--- src/rtl/wakeup_issue_queue.sv ---
// wakeup_issue_queue
//  Issue queue for a single functional unit. Instructions enter from the
//  router with their source/destination physical registers. Sources are
//  woken by writeback broadcasts from every FU, including this one. Each
//  cycle the oldest entry whose sources are all ready is selected. Its
//  operands are read from the PRF in the same cycle and latched into a
//  registered issue stage that the FU drains under fu_ready backpressure.
//
//  Ports
//   clk, rst (sync, active-low), flush      : clock / reset / discard-all
//   inst_valid, queue_ready, inst_id,
//   raw_instr, instr_pc, prn_input_*,
//   prn_output_*                             : enqueue side
//   set_prn_ready, set_prn                   : writeback broadcast snoop
//   prf_read_enable, prf_read_prn, prf_op    : PRF read port (data same cycle)
//   fu_ready, issue_*                        : registered issue stage to the FU
module wakeup_issue_queue #(
    parameter int INST_ID_BITS = 6,
    parameter int PRN_BITS     = 6,
    parameter int MAX_OPERANDS = 3,
    parameter int FU_COUNT     = 4,
    parameter int DEPTH        = 8
) (
    input  logic                                             clk,
    input  logic                                             rst,
    input  logic                                             flush,
    input  logic                                             inst_valid,
    output logic                                             queue_ready,
    input  logic [INST_ID_BITS-1:0]                          inst_id,
    input  logic [31:0]                                      raw_instr,
    input  logic [63:0]                                      instr_pc,
    input  logic [MAX_OPERANDS-1:0]                          prn_input_valid,
    input  logic [MAX_OPERANDS-1:0]                          prn_input_ready,
    input  logic [MAX_OPERANDS-1:0][PRN_BITS-1:0]            prn_input,
    input  logic [MAX_OPERANDS-1:0]                          prn_output_valid,
    input  logic [MAX_OPERANDS-1:0][PRN_BITS-1:0]            prn_output,
    input  logic [FU_COUNT-1:0][MAX_OPERANDS-1:0]            set_prn_ready,
    input  logic [FU_COUNT-1:0][MAX_OPERANDS-1:0][PRN_BITS-1:0] set_prn,
    output logic [MAX_OPERANDS-1:0]                          prf_read_enable,
    output logic [MAX_OPERANDS-1:0][PRN_BITS-1:0]            prf_read_prn,
    input  logic [MAX_OPERANDS-1:0][63:0]                    prf_op,
    input  logic                                             fu_ready,
    output logic                                             issue_valid,
    output logic [INST_ID_BITS-1:0]                          issue_inst_id,
    output logic [31:0]                                      issue_instr,
    output logic [63:0]                                      issue_pc,
    output logic [MAX_OPERANDS-1:0][63:0]                    issue_op,
    output logic [MAX_OPERANDS-1:0]                          issue_prn_out_valid,
    output logic [MAX_OPERANDS-1:0][PRN_BITS-1:0]            issue_prn_out
);

    localparam int CNT_BITS = $clog2(DEPTH + 1);
    localparam int IDX_BITS = (DEPTH > 1) ? $clog2(DEPTH) : 1;

    // True when any broadcast lane carries the given PRN this cycle.
    function automatic logic bcast_hit(
        input logic [PRN_BITS-1:0]                             prn,
        input logic [FU_COUNT-1:0][MAX_OPERANDS-1:0]           bvalid,
        input logic [FU_COUNT-1:0][MAX_OPERANDS-1:0][PRN_BITS-1:0] bprn
    );
        logic hit;
        hit = 1'b0;
        for (int f = 0; f < FU_COUNT; f++) begin
            for (int o = 0; o < MAX_OPERANDS; o++) begin
                if (bvalid[f][o] && (bprn[f][o] == prn)) hit = 1'b1;
            end
        end
        return hit;
    endfunction

    // Entry storage
    logic [DEPTH-1:0]                         valid_reg;
    logic [INST_ID_BITS-1:0]                  id_reg        [DEPTH];
    logic [31:0]                              instr_reg     [DEPTH];
    logic [63:0]                              pc_reg        [DEPTH];
    logic [MAX_OPERANDS-1:0]                  src_valid_reg [DEPTH];
    logic [MAX_OPERANDS-1:0]                  src_ready_reg [DEPTH];
    logic [MAX_OPERANDS-1:0][PRN_BITS-1:0]    src_prn_reg   [DEPTH];
    logic [MAX_OPERANDS-1:0]                  dst_valid_reg [DEPTH];
    logic [MAX_OPERANDS-1:0][PRN_BITS-1:0]    dst_prn_reg   [DEPTH];
    // Age matrix: older_reg[i][j] = entry i was enqueued before entry j.
    // A slot's row is cleared and its column rebuilt whenever it is written,
    // so stale bits left behind by freed entries never matter.
    logic [DEPTH-1:0]                         older_reg     [DEPTH];
    logic [CNT_BITS-1:0]                      count_reg;

    logic [DEPTH-1:0]                         eligible;
    logic [DEPTH-1:0]                         sel_onehot;
    logic [DEPTH-1:0][MAX_OPERANDS-1:0]       wake_hit;
    logic [MAX_OPERANDS-1:0]                  enq_ready;
    logic [IDX_BITS-1:0]                      enq_idx;
    logic [IDX_BITS-1:0]                      sel_idx;
    logic                                     stage_adv;
    logic                                     sel_fire;
    logic                                     enq_fire;

    genvar gi, gk;
    generate
        for (gi = 0; gi < DEPTH; gi++) begin : g_entry
            logic [DEPTH-1:0] older_than_me;
            for (gk = 0; gk < DEPTH; gk++) begin : g_age
                assign older_than_me[gk] = older_reg[gk][gi];
            end
            // Unused source slots are marked ready at enqueue, so an entry
            // is eligible once every ready bit is set.
            assign eligible[gi]   = valid_reg[gi] & (&src_ready_reg[gi]);
            assign sel_onehot[gi] = eligible[gi] & ~(|(eligible & older_than_me));
            for (gk = 0; gk < MAX_OPERANDS; gk++) begin : g_wake
                assign wake_hit[gi][gk] = src_valid_reg[gi][gk] &
                    bcast_hit(src_prn_reg[gi][gk], set_prn_ready, set_prn);
            end
        end
        for (gk = 0; gk < MAX_OPERANDS; gk++) begin : g_enq_ready
            assign enq_ready[gk] = ~prn_input_valid[gk] | prn_input_ready[gk] |
                bcast_hit(prn_input[gk], set_prn_ready, set_prn);
        end
    endgenerate

    // Lowest free slot for enqueue; index of the one-hot oldest-ready pick.
    always_comb begin
        enq_idx = '0;
        sel_idx = '0;
        for (int i = DEPTH - 1; i >= 0; i--) begin
            if (!valid_reg[i]) enq_idx = IDX_BITS'(i);
            if (sel_onehot[i]) sel_idx = IDX_BITS'(i);
        end
    end

    // queue_ready comes from the registered count only, so a slot freed by
    // this cycle's select is not offered until the next cycle.
    assign queue_ready = (count_reg != CNT_BITS'(DEPTH));
    assign stage_adv   = ~issue_valid | fu_ready;
    assign sel_fire    = rst & stage_adv & (|eligible);
    assign enq_fire    = inst_valid & queue_ready & ~flush;

    always_comb begin
        prf_read_enable = '0;
        prf_read_prn    = '0;
        if (sel_fire) begin
            prf_read_enable = src_valid_reg[sel_idx];
            prf_read_prn    = src_prn_reg[sel_idx];
        end
    end

    always_ff @(posedge clk) begin
        if (!rst || flush) begin
            valid_reg <= '0;
            count_reg <= '0;
        end else begin
            for (int i = 0; i < DEPTH; i++) begin
                if (valid_reg[i]) src_ready_reg[i] <= src_ready_reg[i] | wake_hit[i];
            end
            if (sel_fire) valid_reg[sel_idx] <= 1'b0;
            if (enq_fire) begin
                valid_reg[enq_idx]     <= 1'b1;
                id_reg[enq_idx]        <= inst_id;
                instr_reg[enq_idx]     <= raw_instr;
                pc_reg[enq_idx]        <= instr_pc;
                src_valid_reg[enq_idx] <= prn_input_valid;
                src_ready_reg[enq_idx] <= enq_ready;
                src_prn_reg[enq_idx]   <= prn_input;
                dst_valid_reg[enq_idx] <= prn_output_valid;
                dst_prn_reg[enq_idx]   <= prn_output;
                older_reg[enq_idx]     <= '0;
                for (int j = 0; j < DEPTH; j++) begin
                    if (j != int'(enq_idx)) older_reg[j][enq_idx] <= valid_reg[j];
                end
            end
            count_reg <= count_reg + CNT_BITS'(enq_fire) - CNT_BITS'(sel_fire);
        end
    end

    // Issue register: loads only when the stage advances; held under stall.
    always_ff @(posedge clk) begin
        if (!rst) begin
            issue_valid         <= 1'b0;
            issue_inst_id       <= '0;
            issue_instr         <= '0;
            issue_pc            <= '0;
            issue_op            <= '0;
            issue_prn_out_valid <= '0;
            issue_prn_out       <= '0;
        end else if (flush) begin
            issue_valid <= 1'b0;
        end else if (stage_adv) begin
            issue_valid <= sel_fire;
            if (sel_fire) begin
                issue_inst_id       <= id_reg[sel_idx];
                issue_instr         <= instr_reg[sel_idx];
                issue_pc            <= pc_reg[sel_idx];
                issue_prn_out_valid <= dst_valid_reg[sel_idx];
                issue_prn_out       <= dst_prn_reg[sel_idx];
                for (int k = 0; k < MAX_OPERANDS; k++) begin
                    issue_op[k] <= src_valid_reg[sel_idx][k] ? prf_op[k] : 64'd0;
                end
            end
        end
    end

endmodule

--- config.mk ---
export PLATFORM = sky130hd
export DESIGN_NAME = wakeup_issue_queue
export DESIGN_NICKNAME = d
export VERILOG_FILES = /design/src/rtl/wakeup_issue_queue.sv
export SDC_FILE = /design/constraint.sdc
export NUM_CORES = 2
export LEC_CHECK = 0
export BUFFER_PORTS_ARGS = -buffer_cell sky130_fd_sc_hd__buf_2
export CORE_MARGIN = 1.5
export CORE_UTILIZATION = 40
export DETAILED_ROUTE_END_ITERATION = 7
export GPL_TIMING_DRIVEN = 0
export HOLD_SLACK_MARGIN = 0.05
export PLACE_DENSITY = 0.62
export REMOVE_ABC_BUFFERS = 1
export SLEW_MARGIN = 20
export SYNTH_ARGS = -nofsm -noshare
export SYNTH_HDL_FRONTEND = slang
export SYNTH_SLANG_ARGS = --single-unit
--- constraint.sdc ---
create_clock -name clk -period 16.8 [get_ports clk]
set_clock_uncertainty 0.2 [all_clocks]
set_input_delay 3.36 -clock clk [delete_from_list [all_inputs] [get_ports clk]]
set_output_delay 3.36 -clock clk [all_outputs]
set_load 0.01 [all_outputs]
==> results.toml <==
[clock_network]
tritoncts.num_buffers = 170
cts_tree = "built"
cts_num_sinks = 1568
cts_h_tree_lvls = 4
clock_path_buffers = 3
cts_post_setup_buffers_inserted = 0
clock_tree_root = "clkbuf_16"
holdBufCountCts = 0
clk-insertion-delay-late_ps = 840
clkSlewWorstSetupHoldPaths_ps = 60
cts_resized = 0

[drt]
routed_wire_length_per_instance_um = 30.51
vias = 64696
via_per_instance_ratio = 6.274
ant_nets = 0
totalWireLength_mm = 314.6
detail_route.first_pass.iterations = 8
post-route-drc-count = 1
dr.first_iter.drc_count = 9492

[pwr]
seq_power_share = 0.481
combinationalPowerShare = 0.077
power.switching_uw = 2135
swShare = 0.2433
power.density_cell_area_nw_per_um2 = 92.67
finalPower_uw = 8772
internal_power_uw = 6637
clock_power_share = 0.442
total_leakage_power_uw = 0.03262
irDropWorstVdd_v = 0.0001372

[sta]
fmax_mhz = 95.89
final_report_max_slew_violation_count = 0
timing.slew.headroom = 0.1655
timing.final.setup_violations = 0
hold_violations = 0
setup_ws_ps = 6372
grt_setup_unrepaired = "no"
layout_worst_path_cycle_share = 0.6207
finalWorstPathRequiredPeriod_ps = 10430
worstMarginPinSlew_ps = 1252

[die]
die_width_um = 455.8
fp.dieArea_um2 = 207800
pin_count = 766
start_util = 0.4018
row_count = 166
core-area_um2 = 204200
fp.dieH_um = 455.8

[layout]
area.growth.synth_to_final_pct = 15.40
final_nets = 7891
largest_reg_flops = 512
nFillCells = 18350
finish.utilization = 0.4636
post_route_cells_drive_above_1_share = 0.1661

[place]
place.gp.congestion = 0.9082
place.detailed.hpwl_mm = 177.5
preCtsSetupSlack_ps = 6532
buffer_ports.inserted = 765

[logic_synthesis]
ys_seq_area_frac = 0.5340
synth.ff_latch_count = 1568
number_of_enable_type_register_cells_in_the_synthesized_netlist = 1240
ys_types = 62
netlist_area_um2 = 82030
ys_warn_count = 0
post_synth.cell_area_avg_um2 = 11.28
syn-instance-count = 7269
async_flop_share = 0
ys_dominant_reg_cell = "edfxtp_1"

[worst_setup_path]
crit_path_start_kind = "input pin"
timing.critical_path.slowest_cell_delay_ps = 750
cpMaxStageDelayCell = "nand2_1"
cp.required_ps = 13240
crit_path_cell_trace = "buf_8 -> buf_16 -> nand2_1 -> inv_1 -> nand2_1 -> nor3_1 -> or2_1 -> buf_2"
critical_path.max_fanout = 66
r2r_worst_path_depth = 20
crit_top_cell = "nand2_1"
crit_family = "simple AND/OR/NAND/NOR gates"
critPathKind = "input pin to output port"
worst-endpoint-arrival_ps = 6870
cp_num_cells = 8
critPathCaptureType = "output port"
critical_path.n_buffers_inverters = 4

[global_route]
grt_pass1_vias = 61998
total_gr_overflow = 0
antenna_found_initial = 43
grt_max_degree = 71
grt_pass1_wl_mm = 444.6
global_route.usage.total = 0.2905

[outcome]
outcome = "finished, violations left"
violations_in_the_final_reports = "design-rule violations"

[hold_path]
worstHoldPathCells = 2
hp-class = "register to register"

[job]
cap_violations = 0
## cells in the mapped netlist, drive strengths merged (138+ instances only)
cell type,count,area share
a22oi,147,0.013
nand3,150,0.0092
edfxtp,1240,0.45
xor2,962,0.10
xnor2,984,0.11
nand2,502,0.023
and3,138,0.011
nor4,387,0.030
nand4,332,0.025
o31ai,192,0.020
buf,255,0.014
clkbuf,638,0.029
dfxtp,328,0.080
a21oi,154,0.0094
## layout make-up
cell class	instances	area, µm²	area share
Multi-Input combinational cell	4762	34690	0.3665
Clock buffer	217	4592	0.04851
Timing Repair Buffer	902	6683	0.07060
Antenna cell	18	45.04	0.0004758
Tap cell	2688	3363	0.03553
Inverter	53	256.5	0.002710
Clock inverter	103	1229	0.01298
Sequential cell	1568	43800	0.4627
## routing by layer
layer	wire length (µm)	vias up	track usage
met3	39280	938	0.08802
li1	-	27045	-
met5	245	-	0
met1	122900	32239	0.3844
met2	135800	4438	0.4312
met4	16340	36	0.1429
## tightest hold or removal path, delay by kind of cell (launching register included)
| family | cells | cell delay [ps] |
|---|---|---|
| AOI/OAI and AO/OA | 1 | 50 |
| DFF | 1 | 320 |
| and+or+nand+nor | 1 | 50 |
## kinds of logic (layout without fill, tap and decap cells)
family,after synthesis,after routing,synth area share
buffers and inverters,946,1275,0.04562
adder cells (fa/ha/maj),6,6,0.001007
AND/OR/NAND/NOR,1683,1683,0.1091
AO/OA/AOI/OAI,1119,1119,0.1024
other,1,26,0.00004572
flip-flops,1568,1568,0.5340
XOR/XNOR,1946,1946,0.2078
## metrics by stage
step / std cells / hold WS, ps / TNS [ps] / instance area, µm²
6_report: 10311 / 247.1 / 0 / 94660
5_1_grt: 10306 / 271.3 / 0 / 94650
2_1_floorplan: 6383 / 277.4 / 0 / 78510
3_5_place_dp: 9973 / 233.8 / 0 / 88780
4_1_cts: 10293 / 248.8 / 0 / 94600
3_3_place_gp: 9836 / 227.4 / -5067010 / 85700
## path summary, 6_finish.rpt
kind	from	to	slack (ps)
worst max register to register	valid_reg[6]$_SDFF_PP0_	issue_op[113]$_SDFFE_PN0P_	10540
worst max-delay path	rst	prf_read_prn[0]	6370
worst min-delay path	issue_op[102]$_SDFFE_PN0P_	issue_op[102]$_SDFFE_PN0P_	250
worst min register to register	issue_op[102]$_SDFFE_PN0P_	issue_op[102]$_SDFFE_PN0P_	250
## cells in the final DEF, fill, tap and decap left out, drive strengths merged, types with 66 or more instances in the layout
| cell | count |
|---|---|
| nand2 | 502 |
| dfxtp | 328 |
| nand4 | 332 |
| clkbuf | 217 |
| a2111oi | 123 |
| inv | 66 |
| a32oi | 123 |
| nor4 | 387 |
| buf | 902 |
| xor2 | 962 |
| a21oi | 154 |
| a31oi | 125 |
| o31ai | 192 |
| and3 | 138 |
| edfxtp | 1240 |
| nand3 | 150 |
| clkinv | 66 |
| o22ai | 79 |
| a221oi | 123 |
| xnor2 | 984 |
| a22oi | 147 |
## power by group through the flow
stage | registers, µW | logic [µW] | clock network (µW)
2_1_floorplan | 4300 | 260 | 0
3_3_place_gp | 4300 | 619 | 0
3_5_place_dp | 4300 | 643 | 0
4_1_cts | 4220 | 645 | 3940
5_1_grt | 4220 | 693 | 4080
6_report | 4220 | 677 | 3880
Power figures use the tool's default switching activity.
